File: src/rtl/trig_record_fifo.sv
// Circular FIFO of trigger records {mask, timestamp} served as 32-bit words over a request/valid frame.
// Optional TRIG_RECORD_SEQNUM_EN adds a per-record sequence number and a third frame word.
module trig_record_fifo #(
  parameter int DEPTH_LOG2 = 3,
  parameter int TS_W       = 56
) (
  input  logic                  clk_adc,
  input  logic                  reset,
  input  logic                  clear,
  input  logic                  trig_valid,
  input  logic [7:0]            trig_bits,
  input  logic [TS_W-1:0]       timestamp,
  input  logic                  rd_req,
  output logic [31:0]           rd_data,
  output logic                  rd_valid,
  output logic                  rd_nodata,
  output logic [DEPTH_LOG2:0]   count,
  output logic                  empty,
  output logic                  full,
  output logic [15:0]           overflow_cnt
);

  localparam int DEPTH = 1 << DEPTH_LOG2;
  localparam logic [DEPTH_LOG2:0] FULL_CNT = {1'b1, {DEPTH_LOG2{1'b0}}};
`ifdef TRIG_RECORD_SEQNUM_EN
  localparam int REC_W = 16 + 8 + TS_W;
  typedef enum logic [1:0] {S_IDLE, S_W0, S_W1, S_W2} state_t;
`else
  localparam int REC_W = 8 + TS_W;
  typedef enum logic [1:0] {S_IDLE, S_W0, S_W1} state_t;
`endif

  state_t                  state_q, state_d;
  logic [REC_W-1:0]        mem_q [DEPTH];
  logic [DEPTH_LOG2-1:0]   wr_ptr_q, rd_ptr_q;
  logic [DEPTH_LOG2:0]     count_q, count_d;
  logic                    empty_q, full_q;
  logic [15:0]             ovf_q, ovf_d;
  logic [31:0]             rd_data_q, rd_data_d;
  logic                    rd_valid_q, rd_valid_d;
  logic                    rd_nodata_q, rd_nodata_d;
  logic [31:0]             frame_ts_lo_q;
  logic                    flush, push, pop, load_frame;
  logic [REC_W-1:0]        rd_rec, wr_rec;
  logic [23:0]             ts_hi;
`ifdef TRIG_RECORD_SEQNUM_EN
  logic [15:0]             seq_q;
  logic [15:0]             frame_seq_q;
`endif

  assign flush  = reset | clear;
  assign push   = trig_valid & ~full_q;
  assign rd_rec = mem_q[rd_ptr_q];

`ifdef TRIG_RECORD_SEQNUM_EN
  assign wr_rec = {seq_q, trig_bits, timestamp};
`else
  assign wr_rec = {trig_bits, timestamp};
`endif

  always_comb begin
    ts_hi = '0;
    ts_hi[TS_W-33:0] = rd_rec[TS_W-1:32];
  end

  // Full is judged on the start-of-cycle count, so a push racing a pop from full is dropped.
  always_comb begin
    ovf_d = ovf_q;
    if (trig_valid && full_q && ovf_q != 16'hFFFF) ovf_d = ovf_q + 16'd1;
  end

  always_comb begin
    count_d = count_q;
    case ({push, pop})
      2'b10:   count_d = count_q + {{DEPTH_LOG2{1'b0}}, 1'b1};
      2'b01:   count_d = count_q - {{DEPTH_LOG2{1'b0}}, 1'b1};
      default: count_d = count_q;
    endcase
  end

  always_comb begin
    state_d     = state_q;
    rd_data_d   = '0;
    rd_valid_d  = 1'b0;
    rd_nodata_d = 1'b0;
    pop         = 1'b0;
    load_frame  = 1'b0;
    case (state_q)
      S_IDLE: begin
        if (rd_req) begin
          if (!empty_q) begin
            state_d    = S_W0;
            rd_valid_d = 1'b1;
            rd_data_d  = {rd_rec[TS_W+7:TS_W], ts_hi};
            load_frame = 1'b1;
          end else begin
            rd_nodata_d = 1'b1;
          end
        end
      end
      S_W0: begin
        state_d    = S_W1;
        rd_valid_d = 1'b1;
        rd_data_d  = frame_ts_lo_q;
      end
`ifdef TRIG_RECORD_SEQNUM_EN
      S_W1: begin
        state_d    = S_W2;
        rd_valid_d = 1'b1;
        rd_data_d  = {frame_seq_q, ovf_d};
      end
      S_W2: begin
        state_d = S_IDLE;
        pop     = 1'b1;
      end
`else
      S_W1: begin
        state_d = S_IDLE;
        pop     = 1'b1;
      end
`endif
      default: state_d = S_IDLE;
    endcase
  end

  always_ff @(posedge clk_adc) begin
    if (push && !flush) mem_q[wr_ptr_q] <= wr_rec;
  end

  always_ff @(posedge clk_adc) begin
    if (flush) begin
      state_q       <= S_IDLE;
      wr_ptr_q      <= '0;
      rd_ptr_q      <= '0;
      count_q       <= '0;
      empty_q       <= 1'b1;
      full_q        <= 1'b0;
      ovf_q         <= '0;
      rd_data_q     <= '0;
      rd_valid_q    <= 1'b0;
      rd_nodata_q   <= 1'b0;
      frame_ts_lo_q <= '0;
`ifdef TRIG_RECORD_SEQNUM_EN
      seq_q         <= '0;
      frame_seq_q   <= '0;
`endif
    end else begin
      state_q     <= state_d;
      count_q     <= count_d;
      empty_q     <= (count_d == '0);
      full_q      <= (count_d == FULL_CNT);
      ovf_q       <= ovf_d;
      rd_data_q   <= rd_data_d;
      rd_valid_q  <= rd_valid_d;
      rd_nodata_q <= rd_nodata_d;
      if (push) wr_ptr_q <= wr_ptr_q + 1'b1;
      if (pop)  rd_ptr_q <= rd_ptr_q + 1'b1;
      if (load_frame) frame_ts_lo_q <= rd_rec[31:0];
`ifdef TRIG_RECORD_SEQNUM_EN
      if (push) seq_q <= seq_q + 16'd1;
      if (load_frame) frame_seq_q <= rd_rec[REC_W-1 -: 16];
`endif
    end
  end

  assign rd_data      = rd_data_q;
  assign rd_valid     = rd_valid_q;
  assign rd_nodata    = rd_nodata_q;
  assign count        = count_q;
  assign empty        = empty_q;
  assign full         = full_q;
  assign overflow_cnt = ovf_q;

endmodule

File: config.mk
export PLATFORM = sky130hd
export DESIGN_NAME = trig_record_fifo
export DESIGN_NICKNAME = d
export VERILOG_FILES = /design/src/rtl/trig_record_fifo.sv
export SDC_FILE = /design/constraint.sdc
export NUM_CORES = 1
export LEC_CHECK = 0
export BUFFER_PORTS_ARGS = -buffer_cell sky130_fd_sc_hd__buf_2
export CORE_UTILIZATION = 40
export CTS_CLUSTER_SIZE = 24
export DETAILED_ROUTE_END_ITERATION = 16
export SETUP_SLACK_MARGIN = 0.15
export SLEW_MARGIN = 30
export SYNTH_ARGS = -nofsm -noshare
export SYNTH_HDL_FRONTEND = slang
export SYNTH_SLANG_ARGS = --single-unit
File: constraint.sdc
create_clock -name clk_adc -period 8.3 [get_ports clk_adc]
set_input_delay 2.075 -clock clk_adc [delete_from_list [all_inputs] [get_ports clk_adc]]
set_output_delay 2.075 -clock clk_adc [all_outputs]
set_load 0.01 [all_outputs]
==> flow_metrics.env <==
export IMPL_final_fill_count=4745
export IMPL_synthArstFlopShare=0
export IMPL_final_cell_count_no_fill=2115
export IMPL_synth_distinct_cells=44
export IMPL_hold_path_class="reg -> reg"
export IMPL_syn_avg_cell_area_um2=19.67
export IMPL_grt_max_degree=99
export IMPL_hp_start="frame_ts_lo_q[16]"
export IMPL_synthTopCellsByCount="edfxtp_1 (512), mux4_2 (128), dfxtp_1 (99)"
export IMPL_required_ns=8.56
export IMPL_cts_buffers=60
export IMPL_coreArea_um2=56280
export IMPL_status="complete, no violations"
export IMPL_num_vias=11110
export IMPL_die_area_um2=57910
export IMPL_worstSetupPathType="in -> reg"
export IMPL_start_util=0.4048
export IMPL_cts_max_level=2
export IMPL_cts_setup_buffers=0
export IMPL_worstPathCellList="buf_2 -> nor2b_1 -> inv_1 -> or3_1 -> nor2_4 -> buf_4"
export IMPL_power_w=0.006111
export IMPL_ir_drop_mv=0.1789
export IMPL_synth_seq_cells=611
export IMPL_cts_resized=0
export IMPL_worst_path_buf_inv=3
export IMPL_drive_gt1_frac=0.2802
export IMPL_fmax_mhz=221.5
export IMPL_drt_antenna_violating_nets=0
export IMPL_wire_per_inst_um=22.44
export IMPL_holdPathEnd="rd_data[16]"
export IMPL_synth_yosys_warnings=0
export IMPL_critPathMaxFanout=41
export IMPL_clock_latency_ns=0.64
export IMPL_relSlewSlack=0.3932
export IMPL_clk_pin_slew_worst_paths_ns=0.06
export IMPL_syn_nets=1233
export IMPL_synth_top_area_frac=0.6749
export IMPL_setup_viol=0
export IMPL_worstMarginPinSlew_ns=0.9080
export IMPL_maxCapViolCount=0
export IMPL_cp_start_kind="primary input"
export IMPL_finalCritPeriodShare=0.5439
export IMPL_rr_endpoint="mem_q[2][40]"
export IMPL_finalHoldViolCount=0
export IMPL_holdWs_ns=0.4547
export IMPL_syn_cell_area_um2=22780
export IMPL_rsz0062_at_grt="no"
export IMPL_r2r_start="full"
export IMPL_placedCellCount=1998
export IMPL_via_per_inst=5.253
export IMPL_cts_root_buf="clkbuf_16"
export IMPL_hold_buffers=0
export IMPL_grt_usage=0.1684
export IMPL_cp_end_kind="flop"
export IMPL_p_leak_nw=8.315
export IMPL_cts_tree="done"
export IMPL_die_h_um=240.6
export IMPL_num_rows=87
export IMPL_postSynthCellCount=1158
export IMPL_ff2ff_path_depth=5
export IMPL_drt_pass1_iter_count=5
export IMPL_drt_iter0_drc=767
export IMPL_cts_buffer_depth=3
export IMPL_critPathArrivalTime_ns=4.78
export IMPL_area_growth_pct=15.75
export IMPL_numPortBuffers=124
export IMPL_fin_skew_ns=0.03711
export IMPL_rrSetupSlack_ns=5.02
export IMPL_grt_pass1_wl_mm=71.99
export IMPL_grt_overflow=0
export IMPL_grt_pass1_vias=11581
export IMPL_synth_edf_count=512
export IMPL_crit_slowest_cell="nor2_4"
export IMPL_tns_ns=0
export IMPL_critPathMaxStageDelay_ns=0.74
export IMPL_antenna_found_initial=6
export IMPL_crit_family="simple AND/OR/NAND/NOR gates"
export IMPL_hpwl_mm=26.53
export IMPL_drv_slew=0
export IMPL_yosys_top_cells_area="edfxtp_1 (67%), mux4_2 (13%), dfxtp_1 (8.7%)"
export IMPL_synth_most_common_cell="edfxtp_1"
export IMPL_clock_sinks=611
export IMPL_die_w_um=240.6
export IMPL_gp_congestion=0.7727
export IMPL_fin_nets=1380
export IMPL_wirelength_mm=47.45
export IMPL_remaining_drc_errors=0
export IMPL_ys_seq_area_frac=0.7619
export IMPL_synth_largest_area_cell="edfxtp_1"
export IMPL_holdPathStages=2
export IMPL_final_period_minus_worst_setup_slack_ns=4.514
export IMPL_ios=125
export IMPL_synth_ff_type="edfxtp_1"
export IMPL_powerDensity_nw_per_um2=231.8
stage by stage:
stage	util	setup WS, ns	instance area (um^2)
finish	0.4685	3.786	26370
global route	0.4684	3.510	26360
CTS	0.4679	3.734	26330
detailed placement	0.4330	3.078	24370
global placement	0.4324	3.126	24330
floorplan	-	0.4910	22780
tightest hold or removal path: stages, from the launching register on:
cell	delay, ns
dfxtp_1	0.32
nand2_1	0.04
o21ai_0	0.05
final cells by class:
type,count,area [um^2],area share
diodes,3,7.507,0.0002847
flip-flops and latches,611,17370,0.6587
repair buffers,146,842.1,0.03194
multi-input cells,480,5216,0.1978
well taps,756,945.9,0.03588
inverters,6,22.52,0.0008542
clock buffers,79,1645,0.06240
clock inverters,34,319.1,0.01210
cell families (layout without fill, tap and decap cells):
| group | after synthesis | in the layout | synth area share |
|---|---|---|---|
| DFF | 611 | 611 | 0.7619 |
| muxes | 203 | 203 | 0.1596 |
| and+or+nand+nor | 134 | 134 | 0.02933 |
| AOI/OAI and AO/OA | 130 | 130 | 0.03070 |
| buffers and inverters | 67 | 265 | 0.01241 |
| xor gates and xnor gates | 7 | 7 | 0.002691 |
| adders and majority gates | 6 | 6 | 0.003296 |
| other | 0 | 3 | 0 |
per-layer routing:
layer	routed length, um	GRT usage
met2	23320	0.2760
met3	2527	0.03271
met5	39	0
met4	894	0.04690
met1	20670	0.2296
sequential cells by signal, indices dropped and copies added (netlist names), named ones only:
| name | count |
|---|---|
| frame_ts_lo_q | 32 |
| overflow_cnt | 16 |
| wr_ptr_q | 3 |
| rd_ptr_q | 3 |
| mem_q | 512 |
| rd_nodata | 1 |
| rd_valid | 1 |
| count | 4 |
| empty | 1 |
| rd_data | 32 |
| full | 1 |
| state_q | 2 |
worst max-delay path by stage:
| stage | from | to | slack, ns | cells past startpoint |
|---|---|---|---|---|
| after floorplan | trig_valid | mem_q[0][0] | 0.49 | 4 |
| after global placement | trig_valid | mem_q[2][40] | 3.13 | 6 |
| after detailed placement | trig_valid | mem_q[2][40] | 3.08 | 6 |
| after CTS | trig_valid | mem_q[2][53] | 3.73 | 6 |
| after global routing | trig_valid | mem_q[2][62] | 3.51 | 6 |
| final | trig_valid | mem_q[2][40] | 3.79 | 6 |
layout by cell type (no fill, tap or decap), types with 3 or more instances in the layout:
| master | count |
|---|---|
| edfxtp_1 | 512 |
| nor3_2 | 3 |
| nor2b_1 | 3 |
| or3_1 | 9 |
| diode_2 | 3 |
| buf_2 | 124 |
| clkinv_2 | 10 |
| xnor2_1 | 3 |
| nand3_1 | 7 |
| and2_1 | 3 |
| buf_6 | 3 |
| or4_1 | 5 |
| nor2_1 | 14 |
| clkbuf_1 | 14 |
| clkinv_1 | 13 |
| nand4_1 | 5 |
| dfxtp_4 | 3 |
| dfxtp_1 | 96 |
| mux2i_1 | 73 |
| o31ai_1 | 5 |
| ha_1 | 6 |
| bufinv_16 | 4 |
| clkbuf_8 | 3 |
| nor2_4 | 7 |
| clkbuf_16 | 62 |
| a21oi_1 | 46 |
| xor2_1 | 4 |
| mux4_2 | 128 |
| nor4_1 | 4 |
| o21ai_0 | 67 |
| nand2_1 | 54 |
| buf_4 | 16 |
| inv_1 | 5 |
| nand2b_1 | 5 |
| clkinvlp_4 | 4 |
report_power, final:
| part | internal [W] | total, W | switching [W] |
|---|---|---|---|
| logic | 0.0000327 | 0.000101 | 0.0000679 |
| clock network | 0.00152 | 0.00267 | 0.00114 |
| registers | 0.00334 | 0.00334 | 0.00000703 |
| total | 0.00489 | 0.00611 | 0.00122 |
(Power assumes the default switching activity.)
